`config.mk`:
```
export PLATFORM = sky130hd
export DESIGN_NAME = mem_ctrl
export DESIGN_NICKNAME = d
export VERILOG_FILES = /design/src/rtl/mem_ctrl_pkg.sv /design/src/rtl/mem_ctrl.sv
export SDC_FILE = /design/constraint.sdc
export NUM_CORES = 1
export LEC_CHECK = 0
export ABC_CLOCK_PERIOD_IN_PS = 2400
export BUFFER_PORTS_ARGS = -buffer_cell sky130_fd_sc_hd__buf_2
export CORE_MARGIN = 8
export CORE_UTILIZATION = 47
export CTS_CLUSTER_DIAMETER = 100
export CTS_CLUSTER_SIZE = 8
export DETAILED_ROUTE_END_ITERATION = 10
export GPL_ROUTABILITY_DRIVEN = 0
export HOLD_SLACK_MARGIN = 0.1
export MAX_ROUTING_LAYER = met4
export PLACE_DENSITY = 0.78
export SLEW_MARGIN = 20
export SYNTH_ARGS = -nofsm -noshare
export SYNTH_HDL_FRONTEND = slang
export SYNTH_SLANG_ARGS = --single-unit
export TNS_END_PERCENT = 1
```
`constraint.sdc`:
```
create_clock -name clk -period 2.4 [get_ports clk]
set_input_delay 0.72 -clock clk [delete_from_list [all_inputs] [get_ports clk]]
set_output_delay 0.72 -clock clk [all_outputs]
set_load 0.02 [all_outputs]
```
`src/rtl/mem_ctrl_pkg.sv`:
```
// mem_ctrl_pkg: shared types and constants for the byte-serial RAM port
// controller.
//   mc_state_t  - controller FSM state encoding
//   mc_port_t   - which requester owns the current transfer
//   MEM_SIZE_*  - access size codes as presented by the MEM stage
//   ram_addr_t  - RAM byte address at the default 17-bit width
//   mem_data_t  - 32-bit data bus between the pipeline and the controller
//   mc_dbg_t    - bundled FSM view for checkers and waveform probing
//   size_to_len - access size code -> number of byte transfers
package mem_ctrl_pkg;

  localparam int RAM_ADDR_W_DEF = 17;

  localparam logic [1:0] MEM_SIZE_B = 2'b00;
  localparam logic [1:0] MEM_SIZE_H = 2'b01;
  localparam logic [1:0] MEM_SIZE_W = 2'b10;

  typedef enum logic [1:0] {
    MC_IDLE = 2'd0,
    MC_RD   = 2'd1,
    MC_WR   = 2'd2,
    MC_DONE = 2'd3
  } mc_state_t;

  typedef enum logic {
    PORT_IF  = 1'b0,
    PORT_MEM = 1'b1
  } mc_port_t;

  typedef logic [RAM_ADDR_W_DEF-1:0] ram_addr_t;
  typedef logic [31:0]               mem_data_t;

  typedef struct packed {
    mc_state_t  state;
    logic [2:0] cnt;
    mc_port_t   port;
  } mc_dbg_t;

  // Size code 2'b11 is deliberately folded into the word case.
  function automatic logic [2:0] size_to_len(input logic [1:0] size);
    logic [2:0] len;
    case (size)
      MEM_SIZE_B: len = 3'd1;
      MEM_SIZE_H: len = 3'd2;
      default:    len = 3'd4;
    endcase
    return len;
  endfunction

endpackage

```
`src/rtl/mem_ctrl.sv`:
```
// mem_ctrl: arbitrates one byte-wide synchronous RAM port between instruction
// fetch (IF) and the MEM stage, serialising each byte/half/word access into
// little-endian byte transfers.
//
// Ports:
//   clk, rst         clock; synchronous active-high reset
//   if_req_i         fetch request          if_addr_i   fetch byte address
//   if_data_o        fetched word           if_done_o   fetch completion pulse
//   mem_req_i        data request           mem_we_i    1=store, 0=load
//   mem_size_i       00 byte, 01 half, 1x word
//   mem_addr_i       data byte address      mem_wdata_i store data, right-aligned
//   mem_rdata_o      load data, zero-ext.   mem_done_o  data completion pulse
//   ram_a_o          RAM byte address       ram_dout_o  byte written to RAM
//   ram_din_i        byte read from RAM (valid one cycle after its address)
//   ram_wr_o         RAM write strobe
//
// Handshake: a requester raises req with stable address/size/data and holds
// it until it sees its one-cycle done pulse; it drops req on the clock edge
// that ends the done cycle. Requests are only sampled in IDLE, MEM wins over
// IF, and read data is valid in the done cycle and held until the next
// completion on the same port.
module mem_ctrl
  import mem_ctrl_pkg::*;
#(
  parameter int RAM_ADDR_W = 17
) (
  input  logic                  clk,
  input  logic                  rst,
  input  logic                  if_req_i,
  input  logic [31:0]           if_addr_i,
  output logic [31:0]           if_data_o,
  output logic                  if_done_o,
  input  logic                  mem_req_i,
  input  logic                  mem_we_i,
  input  logic [1:0]            mem_size_i,
  input  logic [31:0]           mem_addr_i,
  input  logic [31:0]           mem_wdata_i,
  output logic [31:0]           mem_rdata_o,
  output logic                  mem_done_o,
  output logic [RAM_ADDR_W-1:0] ram_a_o,
  output logic [7:0]            ram_dout_o,
  input  logic [7:0]            ram_din_i,
  output logic                  ram_wr_o
);

  mc_state_t             state_q, state_d;
  logic [2:0]            cnt_q, cnt_d;
  logic [2:0]            len_q;
  mc_port_t              port_q;
  logic [RAM_ADDR_W-1:0] base_q;
  logic [RAM_ADDR_W-1:0] last_a_q;
  mem_data_t             wdata_q;
  mem_data_t             rbuf_q, rbuf_next;
  mem_data_t             if_data_q, mem_rdata_q;

  logic                  addr_phase;
  logic [RAM_ADDR_W-1:0] cur_a;
  logic [7:0]            wr_byte;

  // Address bits above the RAM width are intentionally ignored.
  logic unused_addr_hi;
  assign unused_addr_hi = ^{if_addr_i[31:RAM_ADDR_W], mem_addr_i[31:RAM_ADDR_W]};

  // Probe point bundling the FSM view for checkers.
  mc_dbg_t dbg_unused;
  assign dbg_unused = '{state: state_q, cnt: cnt_q, port: port_q};

  // base+cnt wraps naturally at the RAM width.
  assign cur_a = base_q + RAM_ADDR_W'(cnt_q);

  // The RAM sees an address in every WR cycle, and in RD cycles before the
  // final capture-only cycle (cnt==N).
  assign addr_phase = (state_q == MC_WR) ||
                      ((state_q == MC_RD) && (cnt_q < len_q));

  // ram_din_i answers the address of the previous cycle, so the byte seen at
  // cnt belongs to lane cnt-1.
  always_comb begin
    rbuf_next = rbuf_q;
    if (state_q == MC_RD) begin
      case (cnt_q)
        3'd1:    rbuf_next[7:0]   = ram_din_i;
        3'd2:    rbuf_next[15:8]  = ram_din_i;
        3'd3:    rbuf_next[23:16] = ram_din_i;
        3'd4:    rbuf_next[31:24] = ram_din_i;
        default: rbuf_next = rbuf_q;
      endcase
    end
  end

  always_comb begin
    case (cnt_q[1:0])
      2'd0:    wr_byte = wdata_q[7:0];
      2'd1:    wr_byte = wdata_q[15:8];
      2'd2:    wr_byte = wdata_q[23:16];
      default: wr_byte = wdata_q[31:24];
    endcase
  end

  // Next-state logic.
  always_comb begin
    state_d = state_q;
    cnt_d   = cnt_q;
    case (state_q)
      MC_IDLE: begin
        cnt_d = 3'd0;
        if (mem_req_i) begin
          state_d = mem_we_i ? MC_WR : MC_RD;
        end else if (if_req_i) begin
          state_d = MC_RD;
        end
      end
      MC_RD: begin
        if (cnt_q == len_q) begin
          state_d = MC_DONE;
        end else begin
          cnt_d = cnt_q + 3'd1;
        end
      end
      MC_WR: begin
        if (cnt_q == (len_q - 3'd1)) begin
          state_d = MC_DONE;
        end else begin
          cnt_d = cnt_q + 3'd1;
        end
      end
      default: begin
        state_d = MC_IDLE;
      end
    endcase
  end

  always_ff @(posedge clk) begin
    if (rst) begin
      state_q     <= MC_IDLE;
      cnt_q       <= 3'd0;
      len_q       <= 3'd0;
      port_q      <= PORT_IF;
      base_q      <= '0;
      last_a_q    <= '0;
      wdata_q     <= '0;
      rbuf_q      <= '0;
      if_data_q   <= '0;
      mem_rdata_q <= '0;
    end else begin
      state_q <= state_d;
      cnt_q   <= cnt_d;

      if (state_q == MC_IDLE) begin
        // Upper lanes of short loads must read back as zero.
        rbuf_q <= '0;
        if (mem_req_i) begin
          port_q  <= PORT_MEM;
          base_q  <= mem_addr_i[RAM_ADDR_W-1:0];
          len_q   <= size_to_len(mem_size_i);
          wdata_q <= mem_wdata_i;
        end else if (if_req_i) begin
          port_q  <= PORT_IF;
          base_q  <= if_addr_i[RAM_ADDR_W-1:0];
          len_q   <= 3'd4;
        end
      end

      if (state_q == MC_RD) begin
        rbuf_q <= rbuf_next;
        // Publish on the final capture so data is valid throughout DONE.
        if (cnt_q == len_q) begin
          if (port_q == PORT_IF) begin
            if_data_q <= rbuf_next;
          end else begin
            mem_rdata_q <= rbuf_next;
          end
        end
      end

      if (addr_phase) begin
        last_a_q <= cur_a;
      end
    end
  end

  assign ram_a_o     = addr_phase ? cur_a : last_a_q;
  assign ram_wr_o    = (state_q == MC_WR);
  assign ram_dout_o  = (state_q == MC_WR) ? wr_byte : 8'h00;
  assign if_done_o   = (state_q == MC_DONE) && (port_q == PORT_IF);
  assign mem_done_o  = (state_q == MC_DONE) && (port_q == PORT_MEM);
  assign if_data_o   = if_data_q;
  assign mem_rdata_o = mem_rdata_q;

endmodule
```
* Word-level counts from Yosys, hierarchy flattened *
Cells that the tools add are included.

storage, ports and cells
  register bits after elaboration = 171
  output and inout port bits = 92
  word-level logic and storage cells = 73

cells by class
  add/sub/neg operators = 3
  magnitude comparators = 1
  equal/unequal tests = 17
  multiplexer cells = 25
  bitwise gates (word level) = 1
  reductions and logical operators = 16

operator list
  kind                   count
  $mux W32               2
  $mux W17               3
  $mux W8                5
  $pmux W8 S3            1
  $add A17 B3 Y17        1
  $mux W3                4
  $reduce_and A3 Y1      4
  $mux W2                5
  $pmux W3 S3            1
  $eq A2 B1 Y1 const B   3
  $eq A2 B2 Y1 const B   3
  $eq A3 B2 Y1 const B   2
  $eq A3 B3 Y1           2
  $logic_not A2 Y1       3
  $pmux W2 S3            1
  $pmux W3 S2            1
  $ne A2 B1 Y1 const B   2
  $ne A2 B2 Y1 const B   2
  $reduce_and A2 Y1      2
  $reduce_bool A2 Y1     2
  $add A3 B1 Y3 const B  1
  $eq A3 B1 Y1 const B   1
  $eq A3 B3 Y1 const B   1
  $logic_and A1 B1 Y1    3
  7 further kinds        8

* Longest topological paths before layout *
  depth after elaboration = 4
  mapped depth = 8

* Least setup slack after synthesis *
No wires, ideal clock.

  path type = flip-flop to output port
  start point = register cnt_q[0]
  end point = output port ram_a_o[16]
  data arrival time = 2.062 ns
  required time = 1.680 ns
  slack = -0.382 ns
  cell stages (with the launch flop) = 7
  cells stage by stage = dfxtp_1 -> ha_1 -> fa_1 -> a21oi_1 -> nor3_1 -> a31o_2 -> a31oi_1

on the way
  cells in the longest elaborated chain, start to end = 4

RTL lines
  what                                                                     line             source
  start: declaration                                                       mem_ctrl.sv:47   logic [2:0] cnt_q, cnt_d;
  start signal: assignment                                                 mem_ctrl.sv:147  cnt_q <= cnt_d;
  parallel branches: the longest is 3 deep, another holds $add A17 B3 Y17  n/a
  $mux W17 *                                                               n/a
  end: declaration                                                         mem_ctrl.sv:40   output logic [RAM_ADDR_W-1:0] ram_a_o,

Mark *: on every way between the ends.

* Worst setup path after layout *
  start point = register cnt_q[2]
  end point = output port ram_a_o[16]

The elaborated chain is that of the path after synthesis.

==> flow_metrics.py <==
metrics = {
    "synthesis": {
        "synthCells": 831,
        "ys_types": 49,
        "synth_nets": 960,
        "yosysWarnings": 0,
        "async_flop_share": 0,
        "synth_top_area_share": 0.465,
        "synth-edff-count": 0,
        "syn_area_um2": 7360,
        "synthTopCellsByArea": "dfxtp_1 47%, a211oi_1 9.7%, nor2_1 7.9%, mux2i_1 6.8%, a21oi_1 4.2%",
        "ys.flop_type": "dfxtp_1",
        "ys_seq_elements": 171,
        "syn_area_per_cell_um2": 8.86,
        "yosysSeqAreaShare": 0.465,
        "synth_top_area_cell": "dfxtp_1",
    },
    "global_route": {
        "grt_max_degree": 65,
        "antenna_found_initial": 1,
        "grt_pass1_vias": 6804,
        "grt_pass1_wl_um": 33500,
        "overflow": 0,
        "grt_use_total": 0.212,
    },
    "floorplan": {
        "io_pins": 203,
        "row_count": 45,
        "fp.dieW_um": 141,
        "core_um2": 15300,
        "start_util": 0.482,
        "die_y_um": 141,
        "die_area_um2": 19900,
    },
    "setup_path": {
        "cp_data_required_time_ns": 1.68,
        "cp_data_arrival_time_ns": 2.38,
        "cp_cell_sequence": "ha_4 > buf_4 > a21oi_4 > buf_12 > nor3_2 > nand4_1 > a31oi_4 > buf_6",
        "rrSetupSlack_ns": 0.22,
        "cp-end-kind": "output port",
        "critPathMaxStageDelay_ns": 0.37,
        "slowest_stage": "dfxtp_4",
        "worstReg2RegStart": "cnt_q[1]",
        "r2r-end": "rbuf_q[18]",
        "crit_path_end": "ram_a_o[16]",
        "critPathKind": "reg2out",
        "crit_start": "cnt_q[2]",
        "worstSetupStartpointType": "flip-flop",
        "path_max_fanout": 7,
        "ff2ff_path_depth": 7,
    },
    "finish": {
        "fin_cells": 1248,
        "final_cell_mix": "164 x dfxtp_1, 155 x buf_2, 146 x nor2_1",
        "area.growth.synth_to_final_pct": 36.1,
        "nNetsFinal": 1152,
        "drive_gt1_frac": 0.341,
        "final_cell_area_um2": 10000,
        "final_common_cell": "dfxtp_1",
        "fill_cells": 1237,
    },
    "power": {
        "vdd_ir_drop_max_uv": 744,
        "p_leak_uw": 0.00402,
        "p_total_uw": 12200,
        "power_density_nw_per_um2": 1210,
    },
    "timing": {
        "finalMaxSlewViolations": 0,
        "worst_pin_slew_ns": 0.784,
        "fin_skew_ns": 0.00729,
        "maxSlewHeadroom": 0.477,
        "rsz0062_at_grt": "yes",
        "finalCritPeriodShare": 1.29,
        "finalHoldViolations": 0,
        "holdWs_ns": 0.457,
        "fin_ws_ns": -0.699,
        "fmax_mhz": 323,
        "tns_ns": -11.03,
        "fin_crit_ns": 3.10,
        "setup_viol": 25,
    },
    "cts": {
        "root_buffer": "clkbuf_16",
        "cts_tree": "done",
        "cts_buffers": 17,
        "clkLatencyLatePin_ns": 0.43,
        "cts_sinks": 171,
        "cts.reportedPaths.clkPinSlew_ns": 0.07,
        "htreeDepth": 4,
        "clockBufferDepth": 2,
    },
    "placement": {
        "io_buffers": 172,
        "placed_area_um2": 8940,
        "hpwl_um": 14300,
        "dp.cells": 1212,
    },
    "detailed_routing": {
        "dr_total_vias": 6940,
        "drc": 0,
        "ant_nets": 0,
        "drt_iter0_drc": 484,
        "wl_per_cell_um": 17.6,
        "drt_first_pass_iters": 5,
        "drt_wl_total_um": 21900,
        "viasPerCell": 5.56,
    },
    "run_status": {
        "failed_checks": "negative setup slack",
        "outcome": "finished, violations left",
    },
    "job": {
        "max_cap_violations": 0,
    },
    "min_path": {
        "hold_path_class": "reg2reg",
    },
}
==> cells in the mapped netlist (2+ instances only) <==
master    count
dfxtp_1     171
nor2_1      154
a211oi_1     95
nand2_1      77
a21oi_1      62
clkbuf_1     51
mux2i_1      50
a22oi_1      30
ha_1         17
buf_2        12
inv_1        11
xnor2_1      11
buf_1         9
a222oi_1      8
nor2b_1       8
nand4_1       6
a31oi_1       4
and2_1        4
nand3_1       4
a211o_1       3
a311oi_1      3
a32oi_1       3
nand3b_1      3
nor3_1        3
and3b_1       2
mux2_2        2
nor2_2        2
nor4_1        2
o21ai_0       2
o31ai_1       2
o41ai_1       2
==> worst min path at each step <==
| stage | startpoint | end | slack [ns] | cells after the start |
|---|---|---|---|---|
| finish | wdata_q[30] | wdata_q[30] | 0.46 | 2 |
| global placement | wdata_q[17] | wdata_q[17] | 0.44 | 2 |
| floorplan | wdata_q[16] | wdata_q[16] | 0.44 | 2 |
| global route | wdata_q[13] | wdata_q[13] | 0.47 | 2 |
| CTS | wdata_q[30] | wdata_q[30] | 0.46 | 2 |
| detailed placement | wdata_q[30] | wdata_q[30] | 0.45 | 2 |
==> power breakdown <==
part	internal [uW]	switching, uW	leakage [uW]
combinational	2210	3140	0.00232
sequential	3410	382	0.00140
clock	1790	1220	0.000303
total	7420	4740	0.00402
==> sequential cells by signal, indices dropped and copies added, names as in the netlist <==
name / cells
base_q: 17
cnt_q: 3
if_data_o: 32
last_a_q: 17
len_q: 3
mem_rdata_o: 32
port_q: 1
rbuf_q: 32
state_q: 2
wdata_q: 32
==> final cells by class <==
type                       count  area, um^2  area share
antenna                        1        2.50    0.000250
sequential                   171        3440       0.344
multi-input combinational    575        4000       0.399
clock inverter                14         208      0.0207
timing repair buffer         246        1610       0.161
tap                          211         264      0.0264
inverter                      12        51.3     0.00512
clock buffer                  18         439      0.0438
==> critical path, delay by kind of cell, from the launching register on <==
kind | cells | cell delay (ns)
adders and majority gates | 1 | 0.30
and+or+nand+nor | 2 | 0.49
DFF | 1 | 0.37
AOI/OAI and AO/OA | 2 | 0.36
buffers and inverters | 3 | 0.44
==> timing repair <==
action | CTS | global route
resized for setup | 41 | 50
pin swaps | 15 | 24
endpoints found under the setup margin | 25 | 25
hold buffers | 0 | 0
buffers inserted | 0 | 4
==> metal layers <==
metal | vias to the layer above | wire length [um] | GRT usage | share of wire
met2 | 288 | 10400 | 0.337 | 0.47
met1 | 3248 | 9360 | 0.257 | 0.43
met3 | 64 | 1410 | 0.0459 | 0.064
met5 | - | 0 | - | 0
li1 | 3340 | - | - | -
met4 | 0 | 780 | 0.0865 | 0.036
==> through the flow <==
stage / setup WS [ns] / utilization
2_1_floorplan: -0.00801 / -
3_3_place_gp: -0.185 / 0.586
3_5_place_dp: -0.204 / 0.586
4_1_cts: -0.671 / 0.638
5_1_grt: -0.806 / 0.656
6_report: -0.699 / 0.656
==> cell families (layout without fill, tap and decap cells) <==
| logic type | after synthesis | in the layout | synth area share |
|---|---|---|---|
| other cells | 0 | 1 | 0 |
| simple gates | 271 | 271 | 0.155 |
| xor+xnor | 13 | 13 | 0.0177 |
| flops | 171 | 171 | 0.465 |
| mux | 53 | 53 | 0.0726 |
| compound gates | 220 | 220 | 0.212 |
| buf+inv | 85 | 290 | 0.0464 |
| fa+ha+maj | 18 | 18 | 0.0316 |
Power figures use the tool's default switching activity.
